--- src/rtl/hop_mon_pkg.sv ---
// Shared types and constants for the hop-chain launch/capture monitor.
package hop_mon_pkg;

  typedef enum logic [2:0] {
    ST_IDLE   = 3'd0,
    ST_LAUNCH = 3'd1,
    ST_WAIT   = 3'd2,
    ST_CHECK  = 3'd3,
    ST_DONE   = 3'd4
  } state_t;

  localparam logic [1:0] ERR_OK      = 2'd0;
  localparam logic [1:0] ERR_LATENCY = 2'd1;
  localparam logic [1:0] ERR_TIMEOUT = 2'd2;
  localparam logic [1:0] ERR_GLITCH  = 2'd3;

  localparam logic [7:0] SAT_MAX = 8'd255;

  function automatic logic [7:0] sat_inc(input logic [7:0] v);
    return (v == SAT_MAX) ? v : v + 8'd1;
  endfunction

endpackage

--- src/rtl/hop_chain_monitor_if.sv ---
// Control/result bundle between the hop-chain monitor and its environment.
interface hop_chain_monitor_if #(
  parameter int CNT_W = 8
);
  logic             go;
  logic             chain_in;
  logic             chain_start;
  logic             busy;
  logic             done;
  logic             pass;
  logic [1:0]       err;
  logic [CNT_W-1:0] latency;
  logic [7:0]       pass_cnt;
  logic [7:0]       fail_cnt;

  modport master (
    output go, chain_in,
    input  chain_start, busy, done, pass, err, latency, pass_cnt, fail_cnt
  );

  modport slave (
    input  go, chain_in,
    output chain_start, busy, done, pass, err, latency, pass_cnt, fail_cnt
  );
endinterface

--- src/rtl/hop_sat_cnt.sv ---
// 8-bit saturating event counter with asynchronous active-low clear.
module hop_sat_cnt
  import hop_mon_pkg::*;
(
  input  logic       i_clk,
  input  logic       i_clr_n,
  input  logic       i_inc,
  output logic [7:0] o_cnt
);
  logic [7:0] r_cnt;

  // Count up on each enabled cycle, sticking at the maximum.
  always_ff @(posedge i_clk or negedge i_clr_n) begin
    if (!i_clr_n) begin
      r_cnt <= 8'd0;
    end else if (i_inc) begin
      r_cnt <= sat_inc(r_cnt);
    end else begin
      r_cnt <= r_cnt;
    end
  end

  assign o_cnt = r_cnt;
endmodule

--- src/rtl/hop_chain_monitor.sv ---
// Launches a one-cycle pulse into a flop chain, times its return on chain_in
// and grades the hop latency against EXP_HOPS.
module hop_chain_monitor
  import hop_mon_pkg::*;
#(
  parameter int EXP_HOPS = 4,
  parameter int TIMEOUT  = 16,
  parameter int CNT_W    = 8
) (
  input  logic               clock0,
  input  logic               rst_n,
  hop_chain_monitor_if.slave bus
);
  localparam logic [CNT_W-1:0] TIMEOUT_C = CNT_W'(TIMEOUT);
  localparam logic [CNT_W-1:0] EXP_C     = CNT_W'(EXP_HOPS);
  localparam logic [CNT_W-1:0] ONE_C     = CNT_W'(1);
  localparam logic [CNT_W-1:0] ZERO_C    = {CNT_W{1'b0}};

  state_t           r_state;
  state_t           w_state_nxt;
  logic [CNT_W-1:0] r_cnt;
  logic [CNT_W-1:0] w_cnt_nxt;
  logic [CNT_W-1:0] r_latency;
  logic [CNT_W-1:0] w_latency_nxt;
  logic [1:0]       r_err;
  logic [1:0]       w_err_nxt;
  logic             r_pass;
  logic             w_pass_nxt;
  logic             r_chain_start;
  logic             r_busy;
  logic             r_done;
  logic             w_inc_pass;
  logic             w_inc_fail;
  logic [7:0]       w_pass_cnt;
  logic [7:0]       w_fail_cnt;

  // State register.
  always_ff @(posedge clock0 or negedge rst_n) begin
    if (!rst_n) begin
      r_state <= ST_IDLE;
    end else begin
      r_state <= w_state_nxt;
    end
  end

  // Next-state, cycle counter and result update.
  always_comb begin
    w_state_nxt   = r_state;
    w_cnt_nxt     = r_cnt;
    w_latency_nxt = r_latency;
    w_err_nxt     = r_err;
    w_pass_nxt    = r_pass;
    case (r_state)
      ST_IDLE: begin
        if (bus.go) begin
          w_state_nxt   = ST_LAUNCH;
          w_cnt_nxt     = ZERO_C;
          w_latency_nxt = ZERO_C;
          w_err_nxt     = ERR_OK;
          w_pass_nxt    = 1'b0;
        end else begin
          w_state_nxt = ST_IDLE;
        end
      end
      ST_LAUNCH: begin
        // chain_in already high while we launch cannot be our pulse.
        if (bus.chain_in) begin
          w_err_nxt   = ERR_GLITCH;
          w_state_nxt = ST_DONE;
        end else begin
          w_cnt_nxt   = r_cnt + ONE_C;
          w_state_nxt = ST_WAIT;
        end
      end
      ST_WAIT: begin
        if (bus.chain_in) begin
          w_latency_nxt = r_cnt;
          w_state_nxt   = ST_CHECK;
        end else if (r_cnt == TIMEOUT_C) begin
          w_err_nxt     = ERR_TIMEOUT;
          w_latency_nxt = TIMEOUT_C;
          w_state_nxt   = ST_DONE;
        end else begin
          w_cnt_nxt = r_cnt + ONE_C;
        end
      end
      ST_CHECK: begin
        if (bus.chain_in) begin
          w_err_nxt = ERR_GLITCH;
        end else if (r_latency != EXP_C) begin
          w_err_nxt = ERR_LATENCY;
        end else begin
          w_pass_nxt = 1'b1;
        end
        w_state_nxt = ST_DONE;
      end
      ST_DONE: begin
        w_state_nxt = ST_IDLE;
      end
      default: begin
        w_state_nxt = ST_IDLE;
      end
    endcase
  end

  // Registered datapath and flop-driven status outputs.
  always_ff @(posedge clock0 or negedge rst_n) begin
    if (!rst_n) begin
      r_cnt         <= ZERO_C;
      r_latency     <= ZERO_C;
      r_err         <= ERR_OK;
      r_pass        <= 1'b0;
      r_chain_start <= 1'b0;
      r_busy        <= 1'b0;
      r_done        <= 1'b0;
    end else begin
      r_cnt         <= w_cnt_nxt;
      r_latency     <= w_latency_nxt;
      r_err         <= w_err_nxt;
      r_pass        <= w_pass_nxt;
      r_chain_start <= (w_state_nxt == ST_LAUNCH);
      r_busy        <= (w_state_nxt != ST_IDLE);
      r_done        <= (w_state_nxt == ST_DONE);
    end
  end

  assign w_inc_pass = (r_state == ST_DONE) &&  r_pass;
  assign w_inc_fail = (r_state == ST_DONE) && !r_pass;

  hop_sat_cnt u_pass_cnt (
    .i_clk   (clock0),
    .i_clr_n (rst_n),
    .i_inc   (w_inc_pass),
    .o_cnt   (w_pass_cnt)
  );

  hop_sat_cnt u_fail_cnt (
    .i_clk   (clock0),
    .i_clr_n (rst_n),
    .i_inc   (w_inc_fail),
    .o_cnt   (w_fail_cnt)
  );

  assign bus.chain_start = r_chain_start;
  assign bus.busy        = r_busy;
  assign bus.done        = r_done;
  assign bus.pass        = r_pass;
  assign bus.err         = r_err;
  assign bus.latency     = r_latency;
  assign bus.pass_cnt    = w_pass_cnt;
  assign bus.fail_cnt    = w_fail_cnt;
endmodule

--- src/flat_wrapper.sv ---
// flat-port wrapper written by rule: the top's interface ports become plain ports
module hop_chain_monitor_flat import hop_mon_pkg::*;
#(
  parameter int EXP_HOPS = 4,
  parameter int TIMEOUT  = 16,
  parameter int CNT_W    = 8
)
  (clock0, rst_n, bus_go, bus_chain_in, bus_chain_start, bus_busy, bus_done, bus_pass, bus_err, bus_latency, bus_pass_cnt, bus_fail_cnt);
  hop_chain_monitor_if #(.CNT_W(CNT_W)) bus_i ();
  input  logic clock0;
  input  logic rst_n;
  input wire logic [$bits(bus_i.go)-1:0] bus_go;
  input wire logic [$bits(bus_i.chain_in)-1:0] bus_chain_in;
  output wire logic [$bits(bus_i.chain_start)-1:0] bus_chain_start;
  output wire logic [$bits(bus_i.busy)-1:0] bus_busy;
  output wire logic [$bits(bus_i.done)-1:0] bus_done;
  output wire logic [$bits(bus_i.pass)-1:0] bus_pass;
  output wire logic [$bits(bus_i.err)-1:0] bus_err;
  output wire logic [$bits(bus_i.latency)-1:0] bus_latency;
  output wire logic [$bits(bus_i.pass_cnt)-1:0] bus_pass_cnt;
  output wire logic [$bits(bus_i.fail_cnt)-1:0] bus_fail_cnt;
  assign bus_i.go = bus_go;
  assign bus_i.chain_in = bus_chain_in;
  assign bus_chain_start = bus_i.chain_start;
  assign bus_busy = bus_i.busy;
  assign bus_done = bus_i.done;
  assign bus_pass = bus_i.pass;
  assign bus_err = bus_i.err;
  assign bus_latency = bus_i.latency;
  assign bus_pass_cnt = bus_i.pass_cnt;
  assign bus_fail_cnt = bus_i.fail_cnt;
  hop_chain_monitor #(.EXP_HOPS(EXP_HOPS), .TIMEOUT(TIMEOUT), .CNT_W(CNT_W)) u_core (.clock0(clock0), .rst_n(rst_n), .bus(bus_i));
endmodule
--- config.mk ---
export PLATFORM = sky130hd
export DESIGN_NAME = hop_chain_monitor_flat
export DESIGN_NICKNAME = d
export VERILOG_FILES = /design/src/rtl/hop_mon_pkg.sv /design/src/rtl/hop_chain_monitor_if.sv /design/src/rtl/hop_sat_cnt.sv /design/src/rtl/hop_chain_monitor.sv /design/src/flat_wrapper.sv
export SDC_FILE = /design/constraint.sdc
export NUM_CORES = 1
export LEC_CHECK = 0
export ABC_AREA = 1
export BUFFER_PORTS_ARGS = -buffer_cell sky130_fd_sc_hd__buf_2
export CAP_MARGIN = 0
export CORE_MARGIN = 2
export CORE_UTILIZATION = 54
export DETAILED_ROUTE_END_ITERATION = 16
export PLACE_DENSITY = 0.77
export SYNTH_ARGS = -nofsm -noshare
export SYNTH_HDL_FRONTEND = slang
export SYNTH_SLANG_ARGS = --single-unit
--- constraint.sdc ---
create_clock -name clock0 -period 2.78 [get_ports clock0]
set_input_delay 0.278 -clock clock0 [delete_from_list [all_inputs] [get_ports clock0]]
set_output_delay 0.278 -clock clock0 [all_outputs]
set_load 0.05 [all_outputs]
==> metrics <==
main combinational cell family by area after synthesis simple AND/OR/NAND/NOR gates; Syn Area/Cell 7.97 µm²; CTS tree built; sequential-to-total area share from yosys stat 0.484; clock slew at reported path FFs 80 ps; P&R area growth vs syn 14.2%; Finish-stage setup viols 0; DR vias 1777; placer's final routability congestion estimate 0.806; most frequent cells in the layout nand2_1 (87), dfrtp_1 (41), buf_2 (33); Fin Clk Skew 7.94 ps; hpwl dp 2.96 mm; fin util 0.652; CP Launch Type flop; top cell type's share of synthesized area 0.484; commonest non-fill, non-tap cell in the layout nand2_1; xor/xnor cell area share of the yosys netlist 0.0619; Int Pwr 1.16 mW; DR iter-0 viols 110; post-CTS setup repair buffer count 0; post-layout min period 1580 ps; Simple-Gate Fraction of Synth Area 0.306; die width 66.7 µm; vias in the first global route 1666; Die Area 4440 µm²; EDFF count, synth 0; Yosys warnings 0; arrival time at the worst endpoint 1790 ps; Post-Synth Adder-Cell Area 0.0236; PortBufs 33; Switching Fraction 0.492; Worst Path Class, Setup flop to flop; post-CTS sizing 0; RSZ-0062 raised after global routing false; Placed Instances 346; f_max 0.631 GHz; Routed WL 4.00 mm; ys flop type dfrtp_1; global-route wire length before repair 7.25 mm; Max-slew headroom 0.416; P_leak 1.30 nW; post-synthesis mux area share 0; H-tree depth 2; Vias/cell 5.02; Flop pwr share 0.368; total grt overflow 0; IO Count 34; Initial Util 0.571; Netlist cell types 23; complex-gate fraction of the synthesized area 0.0661; Clock Power Share 0.167; Post-CTS Hold Fix Bufs 0; Least-Margin Pin Slew 876 ps; Routed Antenna Nets 0; path type of the worst min-delay path input port to async pin; routed length per instance 11.3 µm; Tot GR Track Use 0.216; Core Box Area 3720 µm²; row count 22; Tcrit/Tclk final 0.570; NetSw 1.12 mW; required time worst endpoint 2990 ps; status completed; CTS Buffer Depth 2; crit end category flop; Synth Instances 266; CP max FO 10; max_cap viols 0; DR DRC count 0; Pins Over Slew Limit 0; Post-synth ARST share 1.00; syn_nets 274; number of buffers created by CTS 5; Logic pwr share 0.465; Setup TNS Final 0 ps; layout cells sized above 1 0.186; Post-Syn Area 2120 µm²; die height 66.7 µm; diodes inserted 0; Synth area leader dfrtp_1; Sink Count 41; pin count of the biggest net entering global routing 42; Clk Tree Root Cell clkbuf_8; final net count 313; initial antenna violation count 0; synthesized flop and latch total 41; Power Density 944 nW/µm²; Synth area leaders dfrtp_1 (48%), nand2_1 (15%), nor2_1 (4.8%); Clock Latency Late Sink 290 ps; Final Hold Vio Count 0; worst vdd ir 0.000476 V; DR pass1 iterations 4; Non-Filler Instances 354
[worst max-delay path, cell delays in order, from the launching register on]
cell and delay (ps):
dfrtp_1 410, ha_1 200, nand3_1 100, nor2_1 180, nand3_1 110, nand2_2 170
inv_1 130, a2bb2oi_1 190
[stage by stage]
stage / hold WS [ps] / area (µm²) / total power, mW / setup WS [ps]
3_3_place_gp: 456 / 2330 / 1.91 / 1290
6_report: 96.8 / 2420 / 2.29 / 1200
5_1_grt: 183 / 2420 / 2.48 / 1020
4_1_cts: 124 / 2420 / 2.31 / 1190
2_1_floorplan: -17.6 / 2120 / 1.68 / 1000
3_5_place_dp: 450 / 2330 / 1.92 / 1220
[path summary, 6_finish.rpt]
check                                      startpoint                    endpoint  slack, ps  depth (start not counted)
min in group clock0                            bus_go      u_core.bus.chain_start        260                          3
max in group asynchronous                       rst_n             u_core.r_cnt[0]       2140                          1
hold reg to reg                     u_core.bus.err[0]           u_core.bus.err[0]        470                          2
setup / recovery           u_core.u_pass_cnt.o_cnt[0]  u_core.u_pass_cnt.o_cnt[4]       1200                          7
setup reg to reg           u_core.u_pass_cnt.o_cnt[0]  u_core.u_pass_cnt.o_cnt[4]       1200                          7
hold / removal                                  rst_n  u_core.u_fail_cnt.o_cnt[4]        100                          1
[power by group through the flow]
stage               logic, mW  clock network [mW]  registers (mW)
finish                   1.06               0.382           0.841
global placement         1.06                   0           0.847
global route             1.19               0.425           0.862
detailed placement       1.07                   0           0.853
floorplan               0.517                   0            1.16
CTS                      1.07               0.396           0.842
[cell families after synthesis]
kind of cell,count (synthesis)
AOI/OAI and AO/OA,26
adders and majority gates,4
DFF,41
xor gates and xnor gates,15
buffers and inverters,31
and+or+nand+nor,149
[per-layer routing]
metal	global-route usage	wire length, µm	vias up
met2	0.345	1900	29
met5	0	0	-
li1	-	-	916
met4	0.0944	62	0
met3	0.0422	158	4
met1	0.284	1880	828
[synthesized netlist by cell type (all sizes together), types with 4 or more instances]
| library cell | count |
|---|---|
| a21oi | 5 |
| ha | 4 |
| nand3 | 17 |
| dfrtp | 41 |
| xnor2 | 6 |
| o21ai | 19 |
| xor2 | 9 |
| nand2 | 92 |
| nand4 | 8 |
| nor2 | 30 |
| inv | 30 |
[cell type report]
cell class / count / area (µm²)
Clock buffer: 5 / 68.8
Clock inverter: 3 / 17.5
Fill cell: 330 / 1290
Inverter: 30 / 113
Multi-Input combinational cell: 194 / 971
Sequential cell: 41 / 1030
Tap cell: 48 / 60.1
Timing Repair Buffer: 33 / 165
[state kept, by name, summed over array words and instances, names as in the netlist]
name and cells:
u_core.bus.busy 1, u_core.bus.chain_start 1, u_core.bus.done 1, u_core.bus.err 2, u_core.bus.latency 8, u_core.bus.pass 1
u_core.r_cnt 8, u_core.r_state 3, u_core.u_fail_cnt.o_cnt 8, u_core.u_pass_cnt.o_cnt 8
(Power assumes the default switching activity.)
